==> src/rtl/alu_arbiter_seq.sv <==
`default_nettype none
// +--------------------------------------------------------------------------+
// | alu_arbiter_seq: round-robin shared 16-bit ALU with result hold/status    |
// | Revision: 1.0                                                             |
// +--------------------------------------------------------------------------+
module alu_arbiter_seq #(
  parameter int N_REQ = 2,
  parameter int IDW   = 2
) (
  input  logic                 clk,
  input  logic                 reset_n,
  input  logic [N_REQ-1:0]     req_valid,
  output logic [N_REQ-1:0]     req_ready,
  input  logic [2*N_REQ-1:0]   req_op,
  input  logic [16*N_REQ-1:0]  req_a,
  input  logic [16*N_REQ-1:0]  req_b,
  output logic                 rsp_valid,
  input  logic                 rsp_ready,
  output logic [IDW-1:0]       rsp_id,
  output logic [15:0]          rsp_data,
  output logic                 rsp_z,
  output logic                 rsp_v,
  output logic                 rsp_n,
  output logic [2:0]           status,
  output logic                 busy
);

  localparam logic [1:0]     c_st_idle   = 2'd0;
  localparam logic [1:0]     c_st_exec   = 2'd1;
  localparam logic [1:0]     c_st_resp   = 2'd2;
  localparam logic [IDW-1:0] c_last_init = IDW'(N_REQ - 1);

  logic [1:0]     r_state;
  logic [1:0]     w_next_state;
  logic [IDW-1:0] r_last_grant;
  logic [IDW-1:0] r_id;
  logic [1:0]     r_op;
  logic [15:0]    r_a;
  logic [15:0]    r_b;
  logic           r_rsp_valid;
  logic [IDW-1:0] r_rsp_id;
  logic [15:0]    r_rsp_data;
  logic           r_rsp_z;
  logic           r_rsp_v;
  logic           r_rsp_n;
  logic [2:0]     r_status;

  logic           w_any;
  logic [IDW-1:0] w_gidx;
  logic           w_accept;
  logic [1:0]     w_sel_op;
  logic [15:0]    w_sel_a;
  logic [15:0]    w_sel_b;
  logic [15:0]    w_b_eff;
  logic [16:0]    w_sum;
  logic [15:0]    w_res;
  logic           w_v;
  logic           w_z;
  logic           w_n;

  // Round-robin: indices above last_grant beat those at or below it; the
  // lowest index inside each group wins, so the second pass overrides the first.
  always_comb begin
    w_any  = 1'b0;
    w_gidx = '0;
    for (int i = N_REQ - 1; i >= 0; i--) begin
      if (req_valid[i] && (i <= int'(r_last_grant))) begin
        w_any  = 1'b1;
        w_gidx = IDW'(i);
      end
    end
    for (int i = N_REQ - 1; i >= 0; i--) begin
      if (req_valid[i] && (i > int'(r_last_grant))) begin
        w_any  = 1'b1;
        w_gidx = IDW'(i);
      end
    end
  end

  always_comb begin
    w_sel_op = '0;
    w_sel_a  = '0;
    w_sel_b  = '0;
    for (int i = 0; i < N_REQ; i++) begin
      if (w_gidx == IDW'(i)) begin
        w_sel_op = req_op[2*i +: 2];
        w_sel_a  = req_a[16*i +: 16];
        w_sel_b  = req_b[16*i +: 16];
      end
    end
  end

  assign w_accept = (r_state == c_st_idle) && w_any;

  // ALU sees only the latched operands so requester changes cannot leak in.
  always_comb begin
    w_b_eff = (r_op == 2'b01) ? ~r_b : r_b;
    w_sum   = {1'b0, r_a} + {1'b0, w_b_eff} + {16'd0, (r_op == 2'b01)};
    w_res   = '0;
    w_v     = 1'b0;
    case (r_op)
      2'b00, 2'b01: begin
        w_res = w_sum[15:0];
        w_v   = (r_a[15] ^ w_b_eff[15] ^ w_sum[15]) ^ w_sum[16];
      end
      2'b10:   w_res = r_a & r_b;
      default: w_res = ~r_b;
    endcase
    w_z = (w_res == 16'h0000);
    w_n = w_res[15];
  end

  always_ff @(posedge clk or negedge reset_n) begin
    if (!reset_n) begin
      r_state <= c_st_idle;
    end else begin
      r_state <= w_next_state;
    end
  end

  always_comb begin
    w_next_state = r_state;
    case (r_state)
      c_st_idle: if (w_accept) w_next_state = c_st_exec;
      c_st_exec: w_next_state = c_st_resp;
      c_st_resp: if (rsp_ready) w_next_state = c_st_idle;
      default:   w_next_state = c_st_idle;
    endcase
  end

  always_comb begin
    req_ready = '0;
    busy      = (r_state != c_st_idle);
    if (r_state == c_st_idle) begin
      for (int i = 0; i < N_REQ; i++) begin
        req_ready[i] = w_any && (w_gidx == IDW'(i));
      end
    end
  end

  always_ff @(posedge clk or negedge reset_n) begin
    if (!reset_n) begin
      r_last_grant <= c_last_init;
      r_id         <= '0;
      r_op         <= '0;
      r_a          <= '0;
      r_b          <= '0;
    end else if (w_accept) begin
      r_last_grant <= w_gidx;
      r_id         <= w_gidx;
      r_op         <= w_sel_op;
      r_a          <= w_sel_a;
      r_b          <= w_sel_b;
    end
  end

  // Response fields keep their value after the handshake; only valid drops.
  always_ff @(posedge clk or negedge reset_n) begin
    if (!reset_n) begin
      r_rsp_valid <= 1'b0;
      r_rsp_id    <= '0;
      r_rsp_data  <= '0;
      r_rsp_z     <= 1'b0;
      r_rsp_v     <= 1'b0;
      r_rsp_n     <= 1'b0;
      r_status    <= '0;
    end else if (r_state == c_st_exec) begin
      r_rsp_valid <= 1'b1;
      r_rsp_id    <= r_id;
      r_rsp_data  <= w_res;
      r_rsp_z     <= w_z;
      r_rsp_v     <= w_v;
      r_rsp_n     <= w_n;
      r_status    <= {w_z, w_v, w_n};
    end else if ((r_state == c_st_resp) && rsp_ready) begin
      r_rsp_valid <= 1'b0;
    end
  end

  assign rsp_valid = r_rsp_valid;
  assign rsp_id    = r_rsp_id;
  assign rsp_data  = r_rsp_data;
  assign rsp_z     = r_rsp_z;
  assign rsp_v     = r_rsp_v;
  assign rsp_n     = r_rsp_n;
  assign status    = r_status;

endmodule
`default_nettype wire

==> config.mk <==
export PLATFORM = sky130hd
export DESIGN_NAME = alu_arbiter_seq
export DESIGN_NICKNAME = d
export VERILOG_FILES = /design/src/rtl/alu_arbiter_seq.sv
export SDC_FILE = /design/constraint.sdc
export NUM_CORES = 1
export LEC_CHECK = 0
export BUFFER_PORTS_ARGS = -buffer_cell sky130_fd_sc_hd__buf_2
export CAP_MARGIN = 20
export CORE_UTILIZATION = 54
export CTS_CLUSTER_DIAMETER = 80
export DETAILED_ROUTE_END_ITERATION = 7
export GPL_TIMING_DRIVEN = 0
export PLACE_DENSITY = 0.91
export SKIP_LAST_GASP = 1
export SLEW_MARGIN = 20
export SYNTH_ARGS = -nofsm -noshare
export SYNTH_HDL_FRONTEND = slang
export SYNTH_SLANG_ARGS = --single-unit
export TNS_END_PERCENT = 100
==> constraint.sdc <==
create_clock -name clk -period 4.2 [get_ports clk]
set_input_delay 0.42 -clock clk [delete_from_list [all_inputs] [get_ports clk]]
set_output_delay 0.42 -clock clk [all_outputs]
set_load 0.02 [all_outputs]
==> metrics.md <==
| Metric | Value |
|---|---|
| Crit. End Element | `register` |
| Fill count | `531` |
| Synth cell types | `66` |
| Relative slew margins | `0.505` |
| Vias in the first global route | `3,634` |
| Die X | `86.8 um` |
| Mapped Cells | `433` |
| Core area | `6870 um^2` |
| Synth top cells by count | `57 x dfrtp_1, 50 x nand2_1, 47 x inv_1` |
| Die Height | `86.8 um` |
| Main synth FF type | `dfrtp_1` |
| Fmax | `253 MHz` |
| Setup TNS | `0 ns` |
| Layout Nets | `634` |
| Syn nets | `525` |
| Critical path class | `reg -> reg` |
| Setup violators final | `0` |
| DRC | `0` |
| Routed Antenna Nets | `0` |
| HP Class | `in -> async` |
| Clock transition at path regs | `0.08 ns` |
| Pre-Repair DR Iteration Count | `8` |
| CP required | `4.43 ns` |
| IO buf count | `99` |
| Worst-case reg-to-reg path depth | `12` |
| Worst skew pair latency | `0.35 ns` |
| Startpoint Class | `register` |
| Top-area cell type share of the netlist area | `0.367` |
| Fin. Hold Viols | `0` |
| Mapped Area | `3890 um^2` |
| RSZ-0062 raised after global routing | `no` |
| Die footprint | `7540 um^2` |
| Min Clock Period, post-route | `3.95 ns` |
| Post-synthesis compound-gate area fraction | `0.252` |
| Post-synthesis mux area share | `0.0322` |
| First-pass GRT wire length | `17,800 um` |
| Number of max-cap violations | `0` |
| EDFF count, synth | `0` |
| Main area contributors after synthesis | `dfrtp_1 37%, a222oi_1 8.8%, ha_1 5.8%, nand2_1 4.8%, inv_1 4.5%` |
| Clock Tree Root | `clkbuf_8` |
| I/O pin count | `101` |
| CTS Hold Buffers Added | `0` |
| Final slew viol count | `0` |
| Pin count of the biggest net entering global routing | `59` |
| CTS tree | `built` |
| 1st-iter DRT viols | `504` |
| Synthesis-to-finish area growth | `21.8%` |
| Sequential-to-total area share from yosys stat | `0.374` |
| Combinational family with the most area after synthesis | `compound AO/OA/AOI/OAI gates` |
| Xor and xnor area share after synthesis | `0.0451` |
| Placed cell areas | `4510 um^2` |
| Row count | `30` |
| Count leader, synth | `dfrtp_1` |
| Worst slew pin tran | `0.738 ns` |
| Max Buffers Root-to-Sink | `2` |
| Vias | `3,908` |
| Placed Instances | `628` |
| Clock skew | `0.0172 ns` |
| Yosys reg bits | `58` |
| YS warnings | `0` |
| HPWL Detailed | `8180 um` |
| GRT Total Usage | `0.307` |
| Synthesized area per cell | `8.98 um^2` |
| Post-synthesis adder-cell area fraction | `0.0631` |
| Layout Cells excl Fill | `643` |
| Num CTS Buffers | `9` |
| Dominant cell type by area after synthesis | `dfrtp_1` |
| Routability cong. | `0.883` |
| N_diodes | `0` |
| Critical path arrival | `4.19 ns` |
| Async S/R FF share, synth | `1.00` |
| Fraction of layout cells with a size suffix above 1 | `0.265` |
| Final design area excluding fillers | `4730 um^2` |
| CTS sink count | `58` |
| GRT overflow | `0` |
| H-tree Lvls | `3` |
| Initial Utilization | `0.566` |
| Status | `completed` |
| Initial antenna violation count | `0` |
| Vias/cell | `6.08` |
| Total Routed Length | `11,000 um` |
| Part of the cycle the worst path needs | `0.942` |
| CP Max Fanout | `10` |
| Simple-gate area share of the yosys netlist | `0.151` |
| DR WL/cell | `17.0 um` |
## kinds of logic after synthesis
family / after synthesis
buffers and inverters: 75
other: 1
and+or+nand+nor: 121
xor gates and xnor gates: 20
adders and majority gates: 19
AOI/OAI and AO/OA: 127
muxes: 12
DFF: 58
## state kept, by name, indices dropped and copies added, names as in the netlist
name / cells
rsp_data: 15
r_op: 2
rsp_z: 1
rsp_id: 1
r_state: 2
status: 2
r_id: 1
r_b: 16
r_a: 16
rsp_valid: 1
r_last_grant: 1
## metal layers
| metal | GRT usage | wire length (um) |
|---|---|---|
| met1 | 0.431 | 4640 |
| met2 | 0.485 | 5150 |
| met3 | 0.0438 | 988 |
| met4 | 0.112 | 177 |
| met5 | 0 | 0 |
## layout by cell type (no fill, tap or decap), drive strengths merged, types with 3 or more instances in the layout
| master | synthesis | layout |
|---|---|---|
| a21oi | 18 | 18 |
| o211ai | 6 | 6 |
| nand3 | 8 | 8 |
| buf | 10 | 109 |
| nand2b | 8 | 8 |
| mux2 | 4 | 4 |
| nor3 | 6 | 6 |
| ha | 18 | 18 |
| a222oi | 34 | 34 |
| o21ai | 28 | 28 |
| o21a | 3 | 3 |
| a31oi | 7 | 7 |
| dfrtp | 57 | 57 |
| xnor2 | 18 | 18 |
| nor2 | 24 | 24 |
| nand2 | 50 | 50 |
| and3 | 3 | 3 |
| a21o | 9 | 9 |
| nor2b | 4 | 4 |
| a211oi | 3 | 3 |
| clkbuf | 18 | 28 |
| inv | 47 | 47 |
| mux2i | 8 | 8 |
## worst max-delay path, stage by stage, from the launching register on
cell,delay [ns]
dfrtp_1,0.49
buf_2,0.31
buf_2,0.30
nand2_2,0.22
buf_2,0.32
xnor2_1,0.17
ha_1,0.40
and4_4,0.23
a21o_1,0.19
o21ai_1,0.27
nand3_1,0.18
or4_1,0.50
a32o_1,0.26
## cell type report
class,count,area (um^2),area share
Inverter,47,176,0.0373
Timing Repair Buffer,99,498,0.105
Multi-Input combinational cell,300,2130,0.450
Tap cell,96,120,0.0254
Clock buffer,11,141,0.0299
Clock inverter,5,77.6,0.0164
Sequential cell,58,1450,0.307
Buffer,27,139,0.0293
## metrics by stage
stage	util	hold WS (ns)	worst slack, ns
2_1_floorplan	-	0.124	0.824
3_3_place_gp	0.656	0.450	0.180
3_5_place_dp	0.656	0.457	0.0926
4_1_cts	0.688	0.153	0.0700
5_1_grt	0.689	0.187	0.0345
6_report	0.689	0.125	0.245
## worst paths after layout
check,from,end,slack [ns]
setup / recovery,r_op[0]$_DFFE_PN0P_,status[1]$_DFFE_PN0P_,0.25
hold / removal,reset_n,r_state[0]$_DFFE_PN0P_,0.12
setup reg to reg,r_op[0]$_DFFE_PN0P_,status[1]$_DFFE_PN0P_,0.25
hold reg to reg,rsp_data[10]$_DFFE_PN0P_,rsp_data[10]$_DFFE_PN0P_,0.47
max in group asynchronous,reset_n,r_b[15]$_DFFE_PN0P_,3.60
min in group clk,req_b[19],r_b[3]$_DFFE_PN0P_,0.30
## repair_timing
action	4_1_cts	5_1_grt
setup endpoints to repair	0	3
hold endpoints to repair	0	0
gates resized for setup	0	4
setup buffers	0	0
Power is not shown: default switching activity piles up to over one toggle a cycle in this logic, so the estimate is an artifact.
